**config.mk**
```make
export PLATFORM = sky130hd
export DESIGN_NAME = ttt_move_sequencer
export DESIGN_NICKNAME = d
export VERILOG_FILES = /design/src/rtl/ttt_pkg.sv /design/src/rtl/ttt_line_check.sv /design/src/rtl/ttt_move_sequencer.sv
export SDC_FILE = /design/constraint.sdc
export NUM_CORES = 1
export LEC_CHECK = 0
export CORE_MARGIN = 2
export CORE_UTILIZATION = 35
export DETAILED_ROUTE_END_ITERATION = 8
export HOLD_SLACK_MARGIN = 0.12
export PLACE_DENSITY = 0.65
export SETUP_SLACK_MARGIN = 0.3
export SYNTH_ARGS = -nofsm -noshare
export SYNTH_HDL_FRONTEND = slang
export SYNTH_SLANG_ARGS = --single-unit
```
**constraint.sdc**
```tcl
create_clock -name clk -period 4.9 [get_ports clk]
set_clock_uncertainty 0.05 [all_clocks]
set_input_delay 0.98 -clock clk [delete_from_list [all_inputs] [get_ports clk]]
set_output_delay 0.98 -clock clk [all_outputs]
set_load 0.005 [all_outputs]
```
**src/rtl/ttt_pkg.sv**
```systemverilog
`default_nettype none
// ============================================================================
// Module      : ttt_pkg
// Description : Shared types, win-line masks and board helper functions for
//               the tic-tac-toe move sequencer.
// Revision    : 1.0 - initial release
// ============================================================================
package ttt_pkg;

    typedef enum logic [2:0] {
        WAIT_X  = 3'd0,
        CHECK_X = 3'd1,
        O_SCAN  = 3'd2,
        CHECK_O = 3'd3,
        DONE    = 3'd4
    } state_t;

    typedef enum logic [1:0] {
        NONE  = 2'b00,
        X_WIN = 2'b01,
        O_WIN = 2'b10,
        DRAW  = 2'b11
    } winner_t;

    // Squares are row-major, bit 0 = top-left.
    localparam logic [7:0][8:0] WIN_LINES = {
        9'h054,   // diagonal 2,4,6
        9'h111,   // diagonal 0,4,8
        9'h124,   // column 2,5,8
        9'h092,   // column 1,4,7
        9'h049,   // column 0,3,6
        9'h1C0,   // row 6,7,8
        9'h038,   // row 3,4,5
        9'h007    // row 0,1,2
    };

    localparam logic [8:0] BOARD_FULL = 9'h1FF;

    // True when exactly one bit of the square vector is set.
    function automatic logic is_onehot(input logic [8:0] v);
        return (v != 9'd0) && ((v & (v - 9'd1)) == 9'd0);
    endfunction

    // One-hot mask of the lowest-numbered empty square (zero if board full).
    function automatic logic [8:0] lowest_empty(input logic [8:0] occ);
        return ~occ & (occ + 9'd1);
    endfunction

endpackage
`default_nettype wire

```
**src/rtl/ttt_line_check.sv**
```systemverilog
`default_nettype none
// ============================================================================
// Module      : ttt_line_check
// Description : Combinational detector: flags a player board that fully
//               covers any of the eight tic-tac-toe lines.
// Revision    : 1.0 - initial release
// ============================================================================
module ttt_line_check
    import ttt_pkg::*;
(
    input  logic [8:0] board,
    output logic       win
);

    // OR-reduce the per-line "all squares owned" tests.
    always_comb begin
        win = 1'b0;
        for (int i = 0; i < 8; i++) begin
            if ((board & WIN_LINES[i]) == WIN_LINES[i]) begin
                win = 1'b1;
            end
        end
    end

endmodule
`default_nettype wire

```
**src/rtl/ttt_move_sequencer.sv**
```systemverilog
`default_nettype none
// ============================================================================
// Module      : ttt_move_sequencer
// Description : Game controller. Owns the X/O boards, accepts human moves
//               over valid/ready, arbitrates the computer reply across
//               prioritised strategy candidates and tracks win/draw.
//               Optional macro TTT_TIMEOUT_EN adds a per-move human timeout
//               that forfeits the game to O.
// Revision    : 1.0 - initial release
// ============================================================================
module ttt_move_sequencer
    import ttt_pkg::*;
#(
    parameter int NUM_STRAT      = 4,
    parameter int TIMEOUT_CYCLES = 1000
) (
    input  logic                      clk,
    input  logic                      rst_n,
    input  logic                      new_game,
    input  logic                      x_valid,
    input  logic [8:0]                x_move,
    output logic                      x_ready,
    output logic                      x_err,
    input  logic [NUM_STRAT-1:0][8:0] strat_move,
    output logic [8:0]                xin,
    output logic [8:0]                oin,
    output logic [8:0]                o_move,
    output logic                      o_move_valid,
    output logic                      game_over,
    output logic [1:0]                winner
);

    localparam int IDX_W = (NUM_STRAT > 1) ? $clog2(NUM_STRAT) : 1;
    localparam logic [IDX_W-1:0] C_LAST_IDX = IDX_W'(NUM_STRAT - 1);

    state_t           state_q, state_d;
    winner_t          winner_q, winner_d;
    logic [8:0]       xin_q, xin_d;
    logic [8:0]       oin_q, oin_d;
    logic [8:0]       o_move_q, o_move_d;
    logic             o_move_valid_q, o_move_valid_d;
    logic             x_err_q, x_err_d;
    logic             game_over_q, game_over_d;
    logic [IDX_W-1:0] idx_q, idx_d;

    logic [8:0]       w_occ;
    logic [8:0]       w_cand;
    logic             w_x_win;
    logic             w_o_win;
    logic             w_x_legal;

`ifdef TTT_TIMEOUT_EN
    localparam int CNT_W = $clog2(TIMEOUT_CYCLES + 1);
    logic [CNT_W-1:0] cnt_q, cnt_d;
`else
    logic w_unused_timeout;
    assign w_unused_timeout = |TIMEOUT_CYCLES;
`endif

    ttt_line_check u_x_check (.board(xin_q), .win(w_x_win));
    ttt_line_check u_o_check (.board(oin_q), .win(w_o_win));

    assign w_occ     = xin_q | oin_q;
    assign w_cand    = strat_move[idx_q];
    assign w_x_legal = is_onehot(x_move) && ((x_move & w_occ) == 9'd0);

    // Next-state and datapath updates; new_game overrides every state.
    always_comb begin
        state_d        = state_q;
        winner_d       = winner_q;
        xin_d          = xin_q;
        oin_d          = oin_q;
        o_move_d       = o_move_q;
        o_move_valid_d = 1'b0;
        x_err_d        = 1'b0;
        game_over_d    = game_over_q;
        idx_d          = idx_q;
`ifdef TTT_TIMEOUT_EN
        cnt_d          = cnt_q;
`endif
        if (new_game) begin
            state_d     = WAIT_X;
            winner_d    = NONE;
            xin_d       = 9'd0;
            oin_d       = 9'd0;
            o_move_d    = 9'd0;
            game_over_d = 1'b0;
            idx_d       = '0;
`ifdef TTT_TIMEOUT_EN
            cnt_d       = '0;
`endif
        end else begin
            case (state_q)
                WAIT_X: begin
                    if (x_valid && w_x_legal) begin
                        xin_d   = xin_q | x_move;
                        state_d = CHECK_X;
`ifdef TTT_TIMEOUT_EN
                        cnt_d   = '0;
`endif
                    end else begin
                        x_err_d = x_valid;
`ifdef TTT_TIMEOUT_EN
                        if (cnt_q == CNT_W'(TIMEOUT_CYCLES - 1)) begin
                            winner_d    = O_WIN;
                            game_over_d = 1'b1;
                            state_d     = DONE;
                            x_err_d     = 1'b0;
                            cnt_d       = '0;
                        end else begin
                            cnt_d = cnt_q + 1'b1;
                        end
`endif
                    end
                end
                CHECK_X: begin
                    if (w_x_win) begin
                        winner_d    = X_WIN;
                        game_over_d = 1'b1;
                        state_d     = DONE;
                    end else if (w_occ == BOARD_FULL) begin
                        winner_d    = DRAW;
                        game_over_d = 1'b1;
                        state_d     = DONE;
                    end else begin
                        idx_d   = '0;
                        state_d = O_SCAN;
                    end
                end
                O_SCAN: begin
                    // Board cannot be full here, so the fallback always finds a square.
                    if (is_onehot(w_cand) && ((w_cand & w_occ) == 9'd0)) begin
                        oin_d          = oin_q | w_cand;
                        o_move_d       = w_cand;
                        o_move_valid_d = 1'b1;
                        state_d        = CHECK_O;
                    end else if (idx_q == C_LAST_IDX) begin
                        oin_d          = oin_q | lowest_empty(w_occ);
                        o_move_d       = lowest_empty(w_occ);
                        o_move_valid_d = 1'b1;
                        state_d        = CHECK_O;
                    end else begin
                        idx_d = idx_q + 1'b1;
                    end
                end
                CHECK_O: begin
                    if (w_o_win) begin
                        winner_d    = O_WIN;
                        game_over_d = 1'b1;
                        state_d     = DONE;
                    end else if (w_occ == BOARD_FULL) begin
                        winner_d    = DRAW;
                        game_over_d = 1'b1;
                        state_d     = DONE;
                    end else begin
                        state_d = WAIT_X;
                    end
                end
                DONE: begin
                    game_over_d = 1'b1;
                end
                default: begin
                    state_d = WAIT_X;
                end
            endcase
        end
    end

    // State and output registers with asynchronous active-low reset.
    always_ff @(posedge clk or negedge rst_n) begin
        if (!rst_n) begin
            state_q        <= WAIT_X;
            winner_q       <= NONE;
            xin_q          <= 9'd0;
            oin_q          <= 9'd0;
            o_move_q       <= 9'd0;
            o_move_valid_q <= 1'b0;
            x_err_q        <= 1'b0;
            game_over_q    <= 1'b0;
            idx_q          <= '0;
`ifdef TTT_TIMEOUT_EN
            cnt_q          <= '0;
`endif
        end else begin
            state_q        <= state_d;
            winner_q       <= winner_d;
            xin_q          <= xin_d;
            oin_q          <= oin_d;
            o_move_q       <= o_move_d;
            o_move_valid_q <= o_move_valid_d;
            x_err_q        <= x_err_d;
            game_over_q    <= game_over_d;
            idx_q          <= idx_d;
`ifdef TTT_TIMEOUT_EN
            cnt_q          <= cnt_d;
`endif
        end
    end

    assign x_ready      = (state_q == WAIT_X);
    assign x_err        = x_err_q;
    assign xin          = xin_q;
    assign oin          = oin_q;
    assign o_move       = o_move_q;
    assign o_move_valid = o_move_valid_q;
    assign game_over    = game_over_q;
    assign winner       = winner_q;

endmodule
`default_nettype wire

```
==> metrics.md, run 1 <==
| Metric | Value |
|---|---|
| Status | `completed` |
| Slowest cell delay on critical path | `0.60 ns` |
| Minimum clock period | `3.728 ns` |
| Worst-Skew Late Latency | `0.29 ns` |
| CTS tree | `built` |
| Root buffer cell | `clkbuf_8` |
| Power Total | `0.6778 mW` |
| Grt ovf | `0` |
| First-pass GRT wire length | `12990 um` |
| CP top delay family | `multiplexers` |
| Mean post-synth cell area | `9.169 um2` |
| Antenna cells | `0` |
| H-Tree Depth | `2` |
| Area Overhead vs Synth | `40.79%` |
| Post-synth EDFFs | `0` |
| DRC Markers | `0` |
| Fin cells | `448` |
| Die width | `88.26 um` |
| TritonRoute pass-1 iters | `5` |
| Crit path launch | `strat_move[11]` |
| I/O Buffers | `81` |
| Longest Clk Path Bufs | `2` |
| Row Count | `30` |
| Post-Syn Instances | `271` |
| Vias in the first global route | `2530` |
| Slew headroom | `43.37%` |
| Crit-path slowest cell | `mux4_1` |
| Max-cap check violation count | `0` |
| Crit path required time | `5.01 ns` |
| Total track usage | `21.75%` |
| Flop pwr share | `45.4%` |
| Max Clk Rate | `268.2 MHz` |
| Via density | `5.757` |
| Final period util | `76.09%` |
| Maximum vdd drop | `0.1610 mV` |
| Largest net degree at the start of global routing | `38` |
| CP Capture Point | `o_move[1]$_DFFE_PN0P_` |
| Worst Setup Start Kind | `input port` |
| DR WL/cell | `17.89 um` |
| Starting Density | `36.37%` |
| Reg2reg setup slack | `1.36 ns` |
| Crit Path Category | `input port to flop` |
| Synthesized flop and latch total | `37` |
| Commonest non-fill, non-tap cell in the layout | `clkdlybuf4s50_1` |
| Switch share | `22.96%` |
| YS warnings | `0` |
| Switch Pwr | `0.1556 mW` |
| R2r worst-path depth | `7` |
| Static leakage | `1.302 nW` |
| Detailed-placement wirelength estimate | `6140 um` |
| Chip Height | `88.26 um` |
| Post-route ant nets | `0` |
| Post_cts resized | `0` |
| Fin. Hold Viols | `0` |
| Placed Instances | `440` |
| Synth cell types | `50` |
| Clock power frac | `41.4%` |
| # Post-CTS Setup Buffers | `0` |
| R2R Path Start | `idx_q[0]$_DFFE_PN0P_` |
| Io pins | `82` |
| WP buf/inv | `1` |
| Main flop type after synthesis | `dfrtp_1` |
| TritonCTS Sinks | `37` |
| Reg-to-Reg End | `o_move[1]$_DFFE_PN0P_` |
| Final Max Slew Viols | `0` |
| Combinational share of power | `13.3%` |
| Worst-path clk slew | `0.08 ns` |
| Final Util | `51.21%` |
| DRT iter0 DRCs | `239` |
| Syn Nets | `321` |
| Final TNS setup | `0 ns` |
| RSZ-0062 raised after global routing | `no` |
| Final-stage net count | `401` |
| Crit path max fanout | `10` |
| DRT Wirelength | `8014 um` |
| Fin area | `3498 um2` |
| TritonCTS Buffers | `5` |
| Initial antenna violation count | `0` |
| Finish-stage setup viols | `0` |
| Critical path arrival | `3.84 ns` |
| Fraction of layout cells with a size suffix above 1 | `8.239%` |
| Leading cell types in the layout, fill and taps excluded | `80 x clkdlybuf4s50_1, 37 x nor2_1, 37 x dfrtp_1` |
| Hold Path Class | `flop to flop` |
| PD cells | `193.8 nW/um2` |
| Async SR Flop Fraction | `100.0%` |
| Fraction of the yosys area taken by sequential cells | `37.26%` |
| Area of the core | `6832 um2` |
| CTS Hold Buffers Added | `0` |
| P_int | `0.5222 mW` |
| Global placer's final weighted congestion | `0.9013` |
| Crit path depth | `8` |
| Critical Path, Cell by Cell | `clkdlybuf4s50_1 -> mux4_1 -> or4_1 -> or2_1 -> mux2_4 -> nand3_2 -> mux2i_1 -> o32ai_1` |
| Worst hold stages | `2` |
| Die area | `7790 um2` |
| Vias | `2579` |
| CP endpoint kind | `flop` |
| Worst slew pin tran | `0.8494 ns` |
| Post-synthesis instance area | `2485 um2` |
| Dpl cell area | `3378 um2` |
[cells by family after synthesis]
| kind of cell | synth area share [%] |
|---|---|
| simple gates | 19.08 |
| compound gates | 21.25 |
| fa+ha+maj | 0.9063 |
| mux | 16.57 |
| buf+inv | 4.935 |
| flops | 37.26 |
[per-layer routing]
layer / vias to the layer above / global-route usage [%] / share of wire (%)
met1: 1262 / 31.74 / 45
met5: - / 0 / 0
met3: 11 / 3.638 / 6.9
li1: 1186 / - / -
met2: 120 / 33.83 / 47
met4: 0 / 5.372 / 1.3
[synth_stat cells, types with 2 or more instances]
master | n | area share (%)
nand4_1 | 2 | 0.50
buf_2 | 2 | 0.40
nand3_1 | 3 | 0.60
clkbuf_1 | 7 | 1.1
a211o_1 | 2 | 0.71
a222oi_1 | 3 | 1.2
nor2_1 | 37 | 5.6
nand2b_1 | 3 | 0.76
mux2i_1 | 13 | 5.2
o21ai_0 | 19 | 3.8
a21o_1 | 3 | 0.91
o31ai_1 | 6 | 1.8
o32ai_1 | 2 | 0.71
a311oi_1 | 2 | 0.71
o22ai_1 | 3 | 0.76
a22o_1 | 2 | 0.71
or3_1 | 5 | 1.3
a31oi_1 | 11 | 2.8
or4_1 | 4 | 1.2
nand2_1 | 20 | 3.0
o2bb2ai_1 | 4 | 1.4
mux4_2 | 7 | 6.3
dfrtp_1 | 37 | 37
inv_1 | 20 | 3.0
mux2_2 | 5 | 2.3
nor3_1 | 9 | 1.8
nand3b_1 | 3 | 0.91
mux4_1 | 2 | 2.1
nor4_1 | 4 | 1.0
a21oi_1 | 10 | 2.0
nor2b_1 | 2 | 0.50
[through the flow]
| stage | hold WS [ns] | setup WS [ns] |
|---|---|---|
| floorplan | 0.4567 | 1.572 |
| CTS | 0.4800 | 1.183 |
| global route | 0.4983 | 1.061 |
| detailed placement | 0.4553 | 0.8890 |
| global placement | 0.4616 | 0.9434 |
| finish | 0.4716 | 1.172 |
[state kept, by name (all words and copies together), names as in the netlist]
| signal | flops |
|---|---|
| o_move | 9 |
| oin | 9 |
| xin | 9 |
| state_q | 3 |
| idx_q | 2 |
| winner | 2 |
| game_over | 1 |
| o_move_valid | 1 |
| x_err | 1 |
[how the worst min path moves through the flow]
stage                                      from               endpoint  slack (ns)
after global routing      winner[0]$_DFFE_PN0P_  winner[0]$_DFFE_PN0P_        0.50
after detailed placement  winner[0]$_DFFE_PN0P_  winner[0]$_DFFE_PN0P_        0.46
after global placement    winner[0]$_DFFE_PN0P_  winner[0]$_DFFE_PN0P_        0.46
after CTS                 winner[0]$_DFFE_PN0P_  winner[0]$_DFFE_PN0P_        0.48
after floorplan           winner[0]$_DFFE_PN0P_  winner[0]$_DFFE_PN0P_        0.46
final                     winner[0]$_DFFE_PN0P_  winner[0]$_DFFE_PN0P_        0.47
[worst min-delay path, cell delays in order (launching register included)]
cell	delay, ns
dfrtp_1	0.38
inv_1	0.05
a21oi_1	0.05
[power by group through the flow]
stage / sequential (mW) / clock [mW] / combinational [mW]
final: 0.308 / 0.280 / 0.0899
after global routing: 0.308 / 0.297 / 0.0979
after CTS: 0.308 / 0.285 / 0.0902
after detailed placement: 0.314 / 0 / 0.0897
after global placement: 0.314 / 0 / 0.0887
after floorplan: 0.313 / 0 / 0.0312
[area by class of cell]
cell class                      instances  area (um2)
Fill cell                             665        3333
Sequential cell                        37       925.9
Tap cell                               96       120.1
Multi-Input combinational cell        204        1436
Clock inverter                          2       37.54
Clock buffer                            6       82.58
Timing Repair Buffer                   83       820.8
Inverter                               20       75.07
Note: power is estimated with default switching activity, not from simulation.
==> run 2, diff against run 1 <==
- PLACE_DENSITY: 0.65 -> 0.67
- clock period: 4.9 -> 3.1 ns (I/O delays scaled with it)
==> run 2 against run 1 <==
Against the previous run:
- worst setup slack worse by 0.95 ns
- total power rose by 46%
- critical path depth unchanged
- non-clock buffer count increased by 32
- combinational power rose by 82%
- core utilization up 4.5 points
- sequential power is 58% higher
- largest power group unchanged
- highest routed layer unchanged
==> metrics.md, run 2 (synthesis gave the netlist of run 1 again) <==
| Metric | Value |
|---|---|
| Status | `completed (unchanged)` |
| Final period util | `92.90%` |
| Die area | `7790 um2 (unchanged)` |
| Switch Pwr | `0.2581 mW (was 0.1556 mW)` |
| Row Count | `30 (unchanged)` |
| Total track usage | `21.81% (was 21.75%)` |
| Critical Path, Cell by Cell | `dlygate4sd2_1 -> mux4_2 -> or4_4 -> or2_4 -> mux2_4 -> a31oi_4 -> nor2_4 -> o31ai_2 (was clkdlybuf4s50_1 -> mux4_1 -> or4_1 -> or2_1 -> mux2_4 -> nand3_2 -> mux2i_1 -> o32ai_1)` |
| Root buffer cell | `clkbuf_8 (unchanged)` |
| Starting Density | `36.37% (unchanged)` |
| Fraction of layout cells with a size suffix above 1 | `20.52% (was 8.239%)` |
| DRC Markers | `0 (unchanged)` |
| R2R Path Start | `idx_q[0]$_DFFE_PN0P_ (unchanged)` |
| Die width | `88.26 um (unchanged)` |
| Final TNS setup | `0 ns (unchanged)` |
| Detailed-placement wirelength estimate | `6130 um (was 6140 um)` |
| R2r worst-path depth | `8 (was 7)` |
| Maximum vdd drop | `0.1264 mV (was 0.1610 mV)` |
| Area Overhead vs Synth | `53.27% (was 40.79%)` |
| WHS | `0.4707 ns (was 0.4716 ns)` |
| I/O Buffers | `81 (unchanged)` |
| Final-stage net count | `434 (was 401)` |
| CP top delay family | `simple AND/OR/NAND/NOR gates (was multiplexers)` |
| Grt ovf | `0 (unchanged)` |
| Commonest non-fill, non-tap cell in the layout | `clkdlybuf4s50_1 (unchanged)` |
| Initial antenna violation count | `0 (unchanged)` |
| Finish-stage setup viols | `0 (unchanged)` |
| RSZ-0062 raised after global routing | `yes (was no)` |
| Worst hold start | `winner[0]$_DFFE_PN0P_ (unchanged)` |
| Static leakage | `1.508 nW (was 1.302 nW)` |
| Via density | `5.495 (was 5.757)` |
| TritonCTS Sinks | `37 (unchanged)` |
| DR WL/cell | `16.81 um (was 17.89 um)` |
| Leading cell types in the layout, fill and taps excluded | `53 x clkdlybuf4s50_1, 37 x nor2_1, 35 x dfrtp_1 (was 80 x clkdlybuf4s50_1, 37 x nor2_1, 37 x dfrtp_1)` |
| DRT iter0 DRCs | `267 (was 239)` |
| Flop pwr share | `49.2% (was 45.4%)` |
| Global placer's final weighted congestion | `0.9180 (was 0.9013)` |
| Worst-Skew Late Latency | `0.30 ns (was 0.29 ns)` |
| First-pass GRT wire length | `13060 um (was 12990 um)` |
| Crit path depth | `8 (unchanged)` |
| Slowest cell delay on critical path | `0.55 ns (was 0.60 ns)` |
| Crit-path slowest cell | `or4_4 (was mux4_1)` |
| P_int | `0.7296 mW (was 0.5222 mW)` |
| Switch share | `26.13% (was 22.96%)` |
| Crit path launch | `strat_move[1] (was strat_move[11])` |
| CTS tree | `built (unchanged)` |
| Area of the core | `6832 um2 (unchanged)` |
| Critical path arrival | `3.04 ns (was 3.84 ns)` |
| Vias | `2643 (was 2579)` |
| H-Tree Depth | `2 (unchanged)` |
| Largest net degree at the start of global routing | `38 (unchanged)` |
| Worst slew pin tran | `0.7049 ns (was 0.8494 ns)` |
| Combinational share of power | `16.6% (was 13.3%)` |
| Crit Path Category | `input port to flop (unchanged)` |
| Max Clk Rate | `347.2 MHz` |
| PD cells | `259.3 nW/um2 (was 193.8 nW/um2)` |
| Longest Clk Path Bufs | `2 (unchanged)` |
| Power Total | `0.9877 mW (was 0.6778 mW)` |
| Crit path required time | `3.26 ns (was 5.01 ns)` |
| Final Util | `55.75% (was 51.21%)` |
| Worst-path clk slew | `0.07 ns (was 0.08 ns)` |
| WP buf/inv | `1 (unchanged)` |
| Crit path max fanout | `8 (was 10)` |
| Clock power frac | `34.2% (was 41.4%)` |
| Max-cap check violation count | `0 (unchanged)` |
| Vias in the first global route | `2613 (was 2530)` |
| Minimum clock period | `2.880 ns` |
| Antenna cells | `0 (unchanged)` |
| Slew headroom | `52.83% (was 43.37%)` |
| DRT Wirelength | `8086 um (was 8014 um)` |
| CP endpoint kind | `flop (unchanged)` |
| TritonCTS Buffers | `5 (unchanged)` |
| Chip Height | `88.26 um (unchanged)` |
| Post-route ant nets | `0 (unchanged)` |
| Fin. Hold Viols | `0 (unchanged)` |
| Worst hold stages | `2 (unchanged)` |
| Worst Setup Start Kind | `input port (unchanged)` |
| Io pins | `82 (unchanged)` |
| Hold Path Class | `flop to flop (unchanged)` |
| Final Max Slew Viols | `0 (unchanged)` |
| TritonRoute pass-1 iters | `6 (was 5)` |
-- run 2: cell types whose count changed in the layout (fill, tap and decap cells not counted), sizes merged --
cell           before  now
nand3               4    5
clkinv              0    2
dlygate4sd2         0   25
clkdlybuf4s15       0    3
buf                 3   34
bufinv              1    0
clkdlybuf4s50      80   53
clkbuf              6    5
-- run 2: timing repair --
action	4_1_cts	5_1_grt
setup buffers	4	1
gates resized for setup	46	4
endpoints found under the hold margin	0	0
endpoints found under the setup margin	22	30
hold buffers	0	0
pin swaps	8	3
cloned	1	0
-- run 2: final timing paths --
path	end	slack [ns]
min in group asynchronous	xin[8]$_DFFE_PN0P_	0.69
setup reg to reg	o_move[2]$_DFFE_PN0P_	0.23
hold reg to reg	winner[0]$_DFFE_PN0P_	0.47
max in group asynchronous	idx_q[1]$_DFFE_PN0P_	1.95
hold / removal	winner[0]$_DFFE_PN0P_	0.47
setup / recovery	o_move[2]$_DFFE_PN0P_	0.22
-- run 2: layer usage --
metal | wire length [um] | share of wire, % | vias up | GRT usage [%]
met5 | 0 | 0 | - | 0
met4 | 148 | 1.8 | 0 | 6.887
met3 | 503 | 6.2 | 12 | 3.172
met2 | 3899 | 48 | 112 | 36.02
met1 | 3534 | 44 | 1262 | 29.67
li1 | - | - | 1257 | -
-- run 2: area by class of cell --
class / count / area (um2)
tap: 96 / 120.1
timing repair buffer: 115 / 1039
clock buffer: 5 / 68.82
fill: 662 / 3023
sequential: 37 / 928.4
inverter: 20 / 75.07
clock inverter: 3 / 17.52
multi-input combinational: 205 / 1560
-- run 2: stage by stage --
step / worst slack (ns) / cell area [um2] / std cells
after floorplan: 0.1813 / 2505 / 271
after global placement: -0.3802 / 3606 / 467
after detailed placement: -0.4320 / 3606 / 467
after CTS: 0.1453 / 3784 / 480
after global routing: 0.1243 / 3809 / 481
final: 0.2201 / 3809 / 481
-- run 2: worst min-delay path: cells and delay by family (launching register included) --
family                 cells  cell delay (ns)
flip-flops                 1             0.38
AO/OA/AOI/OAI              1             0.05
buffers and inverters      1             0.06
-- run 2: power by group through the flow --
stage	clock [mW]	sequential, mW	combinational, mW
floorplan	0	0.495	0.0511
global placement	0	0.495	0.163
detailed placement	0	0.495	0.166
CTS	0.342	0.486	0.163
global route	0.358	0.486	0.178
finish	0.338	0.486	0.164
==> run 3, diff against run 2 <==
- ABC_AREA: unset -> 1
- PLACE_DENSITY: 0.67 -> 0.66
- RECOVER_POWER: unset -> 25
==> run 3 against run 2 <==
Against the previous run:
- cell count increased by 26%
- total power rose by 27%
- clock power grew 52%
- register-to-register slack gained 0.43 ns
- synthesized area rose by 6.6%
- count of clock-buffer cells in the layout unchanged
- core utilization is 4.7 points lower
- the flow now finishes with violations (capacitance limit, slew limit)
- die area increased by 6.3%
==> metrics.md, run 3 <==
| Metric | Value |
|---|---|
| Root buffer cell | `clkbuf_8 (unchanged)` |
| Routing usage on met2 | `37.35% (was 36.02%)` |
| Fill cell count | `781 (was 662)` |
| Post-synthesis instance area | `2649 um2 (was 2485 um2)` |
| Most common cell in the netlist | `nand2_1` |
| Final-stage net count | `555 (was 434)` |
| Via density | `5.002 (was 5.495)` |
| Mean post-synth cell area | `6.277 um2 (was 9.169 um2)` |
| PD cells | `336.2 nW/um2 (was 259.3 nW/um2)` |
| H-Tree Depth | `2 (unchanged)` |
| Initial antenna violation count | `0 (unchanged)` |
| Row Count | `31 (was 30)` |
| Vias | `3026 (was 2643)` |
| Hold Path Class | `flop to flop (unchanged)` |
| Max Clk Rate | `395.9 MHz (was 347.2 MHz)` |
| DR WL/cell | `13.86 um (was 16.81 um)` |
| Final Max Slew Viols | `38 (was 0)` |
| TritonCTS Buffers | `5 (unchanged)` |
| Antenna cells | `0 (unchanged)` |
| Area Overhead vs Synth | `40.48% (was 53.27%)` |
| Global placer's final weighted congestion | `0.8853 (was 0.9180)` |
| Share of Yosys cell area claimed by the top area cell type | `34.96% (was 37.26%)` |
| Crit path required time | `3.27 ns (was 3.26 ns)` |
| CP endpoint kind | `flop (unchanged)` |
| Main flop type after synthesis | `dfrtp_1 (unchanged)` |
| Final TNS setup | `0 ns (unchanged)` |
| Area of the core | `7292 um2 (was 6832 um2)` |
| Worst-path clk slew | `0.08 ns (was 0.07 ns)` |
| Finish-stage setup viols | `0 (unchanged)` |
| Worst-Skew Late Latency | `0.30 ns (about the same)` |
| Async SR Flop Fraction | `100.0% (unchanged)` |
| Commonest non-fill, non-tap cell in the layout | `nand2_1 (was clkdlybuf4s50_1)` |
| CTS tree | `built (unchanged)` |
| Vias in the first global route | `3083 (was 2613)` |
| Worst slew pin tran | `1.975 ns (was 0.7049 ns)` |
| Synth cell types | `32 (was 50)` |
| DRC Markers | `0 (unchanged)` |
| Fraction of layout cells with a size suffix above 1 | `7.115% (was 20.52%)` |
| Die width | `91.00 um (was 88.26 um)` |
| Chip Height | `91.00 um (was 88.26 um)` |
| Crit path max fanout | `9 (was 8)` |
| Slew headroom | `-31.68% (was 52.83%)` |
| Largest net degree at the start of global routing | `38 (unchanged)` |
| Detailed-placement wirelength estimate | `6527 um (was 6130 um)` |
| First-pass GRT wire length | `14410 um (was 13060 um)` |
| Switch share | `26.69% (was 26.13%)` |
| Leading cell types in the layout, fill and taps excluded | `145 x nand2_1, 80 x clkdlybuf4s50_1, 53 x inv_1 (was 53 x clkdlybuf4s50_1, 37 x nor2_1, 35 x dfrtp_1)` |
| Flop pwr share | `39.4% (was 49.2%)` |
| Top cells by area, synth | `dfrtp_1 35%, nand2_1 21%, nand3_1 8.9% (was dfrtp_1 37%, mux4_2 6.3%, nor2_1 5.6%)` |
| Max-cap check violation count | `1 (was 0)` |
| Static leakage | `1.853 nW (was 1.508 nW)` |
| Die area | `8280 um2 (was 7790 um2)` |
| TritonRoute pass-1 iters | `4 (was 6)` |
| Starting Density | `36.32% (was 36.37%)` |
| Longest Clk Path Bufs | `2 (unchanged)` |
| Switch Pwr | `0.3339 mW (was 0.2581 mW)` |
| Crit Path Category | `input port to flop (unchanged)` |
| Fin. Hold Viols | `0 (unchanged)` |
| Grt met3 use | `3.071% (was 3.172%)` |
| Post-route ant nets | `0 (unchanged)` |
| Synth cell count leaders | `145 x nand2_1, 53 x inv_1, 47 x nand3_1, 39 x nor2_1, 37 x dfrtp_1 (was 37 x dfrtp_1, 37 x nor2_1, 20 x inv_1, 20 x nand2_1, 19 x o21ai_0)` |
| Io pins | `82 (unchanged)` |
| Total track usage | `21.12% (was 21.81%)` |
| DRT iter0 DRCs | `210 (was 267)` |
| Failing checks | `capacitance limit, slew limit` |
| Met1 Use GR | `27.18% (was 29.67%)` |
| Largest area contributor in the netlist | `dfrtp_1 (unchanged)` |
| Status | `finished, violations left (was completed)` |
| Post-Syn Instances | `422 (was 271)` |
| Syn Nets | `472 (was 321)` |
| RSZ-0062 raised after global routing | `yes (unchanged)` |
| Final Util | `51.03% (was 55.75%)` |
| Critical path arrival | `2.70 ns (was 3.04 ns)` |
| YS warnings | `0 (unchanged)` |
| TritonCTS Sinks | `37 (unchanged)` |
| Busiest grt layer | `met2 (unchanged)` |
| Fraction of the yosys area taken by sequential cells | `34.96% (was 37.26%)` |
| Post-synth EDFFs | `0 (unchanged)` |
| I/O Buffers | `81 (unchanged)` |
| Clock power frac | `41.0% (was 34.2%)` |
| Fin cells | `605 (was 481)` |
| Grt ovf | `0 (unchanged)` |
| Worst Setup Start Kind | `input port (unchanged)` |
| Synthesized flop and latch total | `37 (unchanged)` |
| P_int | `0.9172 mW (was 0.7296 mW)` |
| Maximum vdd drop | `0.2093 mV (was 0.1264 mV)` |
| Minimum clock period | `2.526 ns (was 2.880 ns)` |
| Placed Instances | `597 (was 467)` |
| Combinational share of power | `19.6% (was 16.6%)` |
| DRT Wirelength | `8387 um (was 8086 um)` |
| Final period util | `81.48% (was 92.90%)` |
==> run 3: cell types whose count changed after synthesis, sizes merged, moves of 9 or more <==
| cell | change |
|---|---|
| mux4 | -9 |
| a21oi | +11 |
| a31oi | -11 |
| nand3 | +45 |
| nand2 | +136 |
| inv | +37 |
| mux2i | -12 |
==> run 3: logic make-up (layout without fill, tap and decap cells) <==
family	after synthesis	after routing	synth area share, %
flip-flops	37	37	34.96
AO/OA/AOI/OAI	53	53	10.72
buffers and inverters	67	151	10.06
multiplexers	1	1	0.3779
AND/OR/NAND/NOR	263	263	43.41
adder cells (fa/ha/maj)	1	1	0.4723
==> run 3: what timing repair did <==
action                                  4_1_cts  5_1_grt
hold buffers                                  0        0
setup buffers                                 0        0
endpoints found under the setup margin        0       28
resized for setup                             0        6
==> run 3: metal layers <==
layer / wire (um) / vias to the layer above
li1: - / 1509
met4: 128 / 0
met3: 437 / 13
met1: 3678 / 1421
met5: 0 / -
met2: 4142 / 83
==> run 3: final cells by class <==
cell class	instances	area [um2]	share of cell area [%]
clock buffer	5	68.82	1.849
clock inverter	3	68.82	1.849
inverter	58	217.7	5.851
multi-input combinational	318	1479	39.74
sequential	37	928.4	24.95
tap	99	123.9	3.329
timing repair buffer	85	834.6	22.43
==> run 3: path summary, 6_finish.rpt <==
path / from / endpoint / slack, ns / cells after the start
min in group asynchronous: rst_n / o_move[6]$_DFFE_PN0P_ / 0.81 / 1
hold reg to reg: o_move[7]$_DFFE_PN0P_ / o_move[7]$_DFFE_PN0P_ / 0.42 / 2
setup / recovery: x_move[1] / xin[3]$_DFFE_PN0P_ / 0.57 / 11
hold / removal: o_move[7]$_DFFE_PN0P_ / o_move[7]$_DFFE_PN0P_ / 0.42 / 2
max in group asynchronous: rst_n / idx_q[1]$_DFFE_PN0P_ / 0.90 / 1
setup reg to reg: idx_q[0]$_DFFE_PN0P_ / o_move[8]$_DFFE_PN0P_ / 0.66 / 16
==> run 3: worst max-delay path, cell delays in order <==
cell	delay [ns]
clkdlybuf4s50_1	0.49
nor2_1	0.16
nand2_1	0.12
nor2_2	0.16
nand2_1	0.08
o21ai_0	0.21
nor3b_1	0.21
nand3_1	0.16
nor2_4	0.23
nand3_1	0.11
a21oi_1	0.14
==> run 3: metrics by stage <==
| stage | power (mW) | setup slack [ns] | instance area, um2 | hold WS (ns) |
|---|---|---|---|---|
| after floorplan | 0.6293 | 1.012 | 2649 | 0.2744 |
| after global placement | 0.7419 | 0.1601 | 3560 | 0.4072 |
| after detailed placement | 0.7442 | 0.1593 | 3560 | 0.4076 |
| after CTS | 1.258 | 0.4498 | 3697 | 0.3886 |
| after global routing | 1.308 | 0.2935 | 3721 | 0.4737 |
| final | 1.251 | 0.5742 | 3721 | 0.4238 |
==> run 3: power groups by stage <==
| stage | clock (mW) | combinational, mW | sequential [mW] |
|---|---|---|---|
| after CTS | 0.522 | 0.243 | 0.492 |
| final | 0.513 | 0.246 | 0.493 |
| after floorplan | 0 | 0.129 | 0.500 |
| after global placement | 0 | 0.240 | 0.502 |
| after global routing | 0.537 | 0.277 | 0.493 |
| after detailed placement | 0 | 0.242 | 0.502 |
==> RTL change 1, RTL diff (settings of run 3) <==
Change the parameter `NUM_STRAT` from 4 to 8.
--- a/src/rtl/ttt_move_sequencer.sv
+++ b/src/rtl/ttt_move_sequencer.sv
@@ -13,3 +13,3 @@
 #(
-    parameter int NUM_STRAT      = 4,
+    parameter int NUM_STRAT      = 8,
     parameter int TIMEOUT_CYCLES = 1000
Interface: changed (resized strat_move); port bits go from 82 to 118. The function was not compared with the original's and may differ.
==> RTL change 1 against run 3 <==
- the flow still finishes with violations (capacitance limit, slew limit)
- area after synthesis up 24%
- critical path type is now reg -> reg
- largest cell class unchanged
- critical endpoint is now oin[2]$_DFFE_PN0P_
- wire length up 23%
- non-clock buffer count up 41
- sequential cell count up 1
- sequential power up 3%
- setup slack worse by 0.010 ns
- via count up 25%
- final area up 24%
- register-to-register slack worse by 0.096 ns
- total power up 0.12%
- hold slack better by 0.041 ns
- synthesized cell count up 32%
==> RTL change 1: results <==
set metrics [dict create \
    p_clk_uw 369 \
    ys_top_cells_by_area "dfrtp_1 29%, nand2_1 22%, inv_1 12%" \
    place_area_sq_um 4510 \
    grt_max_degree 39 \
    crit_start "idx_q[0]$_DFFE_PN0P_" \
    drv_cap 1 \
    grt_use_total 0.205 \
    ys_seq_area_frac 0.290 \
    drt_iter0_drc 148 \
    total_leakage_power_nw 2.44 \
    p_sw_frac 0.317 \
    tightest_slew_ns 2.11 \
    status "finished, violations left" \
    wire_per_inst_um 13.2 \
    worstPathArrival_ns 2.73 \
    layout.nets 757 \
    power_frac_comb 0.299 \
    slew_violations 39 \
    num_vias 3797 \
    synthAdderAreaFrac 0.00764 \
    hold_path_end "oin[3]$_DFFE_PN0P_" \
    drive_above_1_share 0.0507 \
    fillers 940 \
    ff2ff_path_depth 15 \
    io_buffers 117 \
    ir_worst_vdd_mv 0.195 \
    synth_cell_types 37 \
    synth_compound_area_frac 0.105 \
    gp_congestion 0.911 \
    synthesis.nets 643 \
    violations "capacitance limit, slew limit" \
    synthMuxAreaShare 0 \
    dp_slack_ns 0.192 \
]
RTL change 1: layout make-up:
cell class	instances	area, sq um	area share
multi-input cells	388	1760	0.380
repair buffers	126	1260	0.273
flip-flops and latches	38	951	0.205
inverters	111	422	0.0911
well taps	111	139	0.0300
clock buffers	6	82.6	0.0178
clock inverters	2	12.5	0.00270
RTL change 1: stage by stage:
step	hold slack (ns)	std cells
after floorplan	0.274	556
final	0.465	782
after detailed placement	0.449	773
after global placement	0.456	773
after CTS	0.423	781
after global routing	0.494	782
RTL change 1: routing by layer:
metal / GRT usage / up-vias / part of all wire
met5: 0 / - / 0
met4: 0.0558 / 0 / 0.014
met3: 0.0264 / 10 / 0.076
met2: 0.329 / 145 / 0.44
met1: 0.291 / 1695 / 0.47
li1: - / 1947 / -
==> RTL change 2, RTL diff (flow settings as in run 3) <==
Made on the original files. Remove the register `x_err_q`: a continuous assignment takes its place, so the output `x_err` follows one clock earlier.
--- a/src/rtl/ttt_move_sequencer.sv
+++ b/src/rtl/ttt_move_sequencer.sv
@@ -177,3 +177,2 @@
             o_move_valid_q <= 1'b0;
-            x_err_q        <= 1'b0;
             game_over_q    <= 1'b0;
@@ -190,3 +189,2 @@
             o_move_valid_q <= o_move_valid_d;
-            x_err_q        <= x_err_d;
             game_over_q    <= game_over_d;
@@ -198,2 +196,4 @@
     end
+
+    assign x_err_q = x_err_d;
 
Check against the original RTL: not equivalent (a bounded check fails within 4 cycles, from zero or initial values and one cycle with rst_n low).
==> RTL change 2 against run 3 <==
- clock power down 31%
- final area down 0.30%
- die area down 3.3%
- wire length down 4.3%
- setup slack worse by 0.18 ns
- sequential cell count down 1
- count of clock-buffer cells in the layout up 2
- area after synthesis down 3.4%
- sequential power down 2%
- first-iteration DRC count down 14%
- global-route usage up 0.48 points
- total power down 11%
- largest power group is now registers
==> RTL change 2: results <==
set metrics [dict create \
    status "finished clean" \
    layout.nets 550 \
    fmax_ghz 0.369 \
    dp_cells 589 \
    antenna_found_initial 0 \
    num_vias 2937 \
    root_buffer "clkbuf_8" \
    cts_max_path_buffers 2 \
    path_delay_family "buffers and inverters" \
    tightest_slew_ns 0.866 \
    drive_above_1_share 0.128 \
    synthTopCellsByCount "142 x nand2_1, 58 x inv_1, 36 x dfrtp_1, 36 x nor2_1, 35 x nand3_1" \
    routed_wirelength_um 8030 \
    path_max_fanout 4 \
    synthesis.nets 453 \
    grt_pass1_vias 2800 \
    grt_max_degree 37 \
    grt_pass1_wl_um 13300 \
    gp_congestion 0.965 \
    fin_hold_ws_ns 0.422 \
    hpwl_um 6340 \
    drt_iter0_drc 181 \
    slowest_delay_ns 0.35 \
    critPathSlowestCell "a2111oi_2" \
    place_area_sq_um 3560 \
    ys_top_cells_by_area "dfrtp_1 35%, nand2_1 21%, inv_1 8.5%" \
    n_antenna_cell 0 \
    io_buffers 81 \
    synth_cell_types 30 \
    dp_slack_ns -0.385 \
    total_leakage_power_nw 1.85 \
    cts_buffers 5 \
    syn_inst 403 \
    grt_use_total 0.216 \
    ir_worst_vdd_mv 0.155 \
    p_sw_frac 0.303 \
    worstPathArrival_ns 2.04 \
    ys_seq_area_frac 0.352 \
    final_cells 600 \
]
RTL change 2: cells by family after synthesis:
logic type / Yosys count / synth area share
flip-flops: 36 / 0.352
AO/OA/AOI/OAI: 54 / 0.118
AND/OR/NAND/NOR: 243 / 0.421
buffers and inverters: 69 / 0.104
adder cells (fa/ha/maj): 1 / 0.00489
RTL change 2: path summary, 6_finish.rpt:
path	from	to	cells past startpoint
max	x_move[4]	x_err	8
min	o_move[4]$_DFFE_PN0P_	o_move[4]$_DFFE_PN0P_	2
max reg2reg	idx_q[0]$_DFFE_PN0P_	o_move[8]$_DFFE_PN0P_	13
min reg2reg	o_move[4]$_DFFE_PN0P_	o_move[4]$_DFFE_PN0P_	2
max in group asynchronous	rst_n	idx_q[1]$_DFFE_PN0P_	2
min in group asynchronous	rst_n	o_move[5]$_DFFE_PN0P_	2
RTL change 2: worst reg2reg max path: cells and delay by family, from the launching register on:
kind | cells | cell delay [ns]
buf+inv | 2 | 0.33
compound gates | 2 | 0.54
simple gates | 9 | 1.08
flops | 1 | 0.39
RTL change 2: final cells by class:
cell class,instances,area (sq um)
well taps,99,124
fillers,722,3470
clock inverters,1,7.51
inverters,61,231
repair buffers,97,917
clock buffers,7,86.3
multi-input cells,299,1440
flip-flops and latches,36,902
RTL change 2: timing repair:
item	CTS	global route
pin swaps	6	10
buffers inserted	1	1
hold buffers	0	0
gates resized for setup	20	24
cloned	0	1
endpoints found under the setup margin	1	22
RTL change 2: power by group through the flow:
| stage | Clock [mW] | Sequential [mW] | Combinational (mW) |
|---|---|---|---|
| finish | 0.353 | 0.481 | 0.276 |
| global placement | 0 | 0.490 | 0.266 |
| CTS | 0.365 | 0.481 | 0.269 |
| detailed placement | 0 | 0.490 | 0.269 |
| floorplan | 0 | 0.488 | 0.143 |
| global route | 0.386 | 0.482 | 0.312 |
RTL change 2: stage by stage:
stage	util	power (mW)
final	0.517	1.11
after detailed placement	0.496	0.759
after floorplan	-	0.631
after CTS	0.511	1.12
after global placement	0.496	0.756
after global routing	0.517	1.18
RTL change 2: routing by layer:
metal / vias to the layer above / wire length [um] / GRT usage
met5: - / 0 / 0
met4: 0 / 149 / 0.0678
met3: 17 / 331 / 0.0379
met2: 81 / 3770 / 0.349
met1: 1360 / 3770 / 0.294
li1: 1479 / - / -
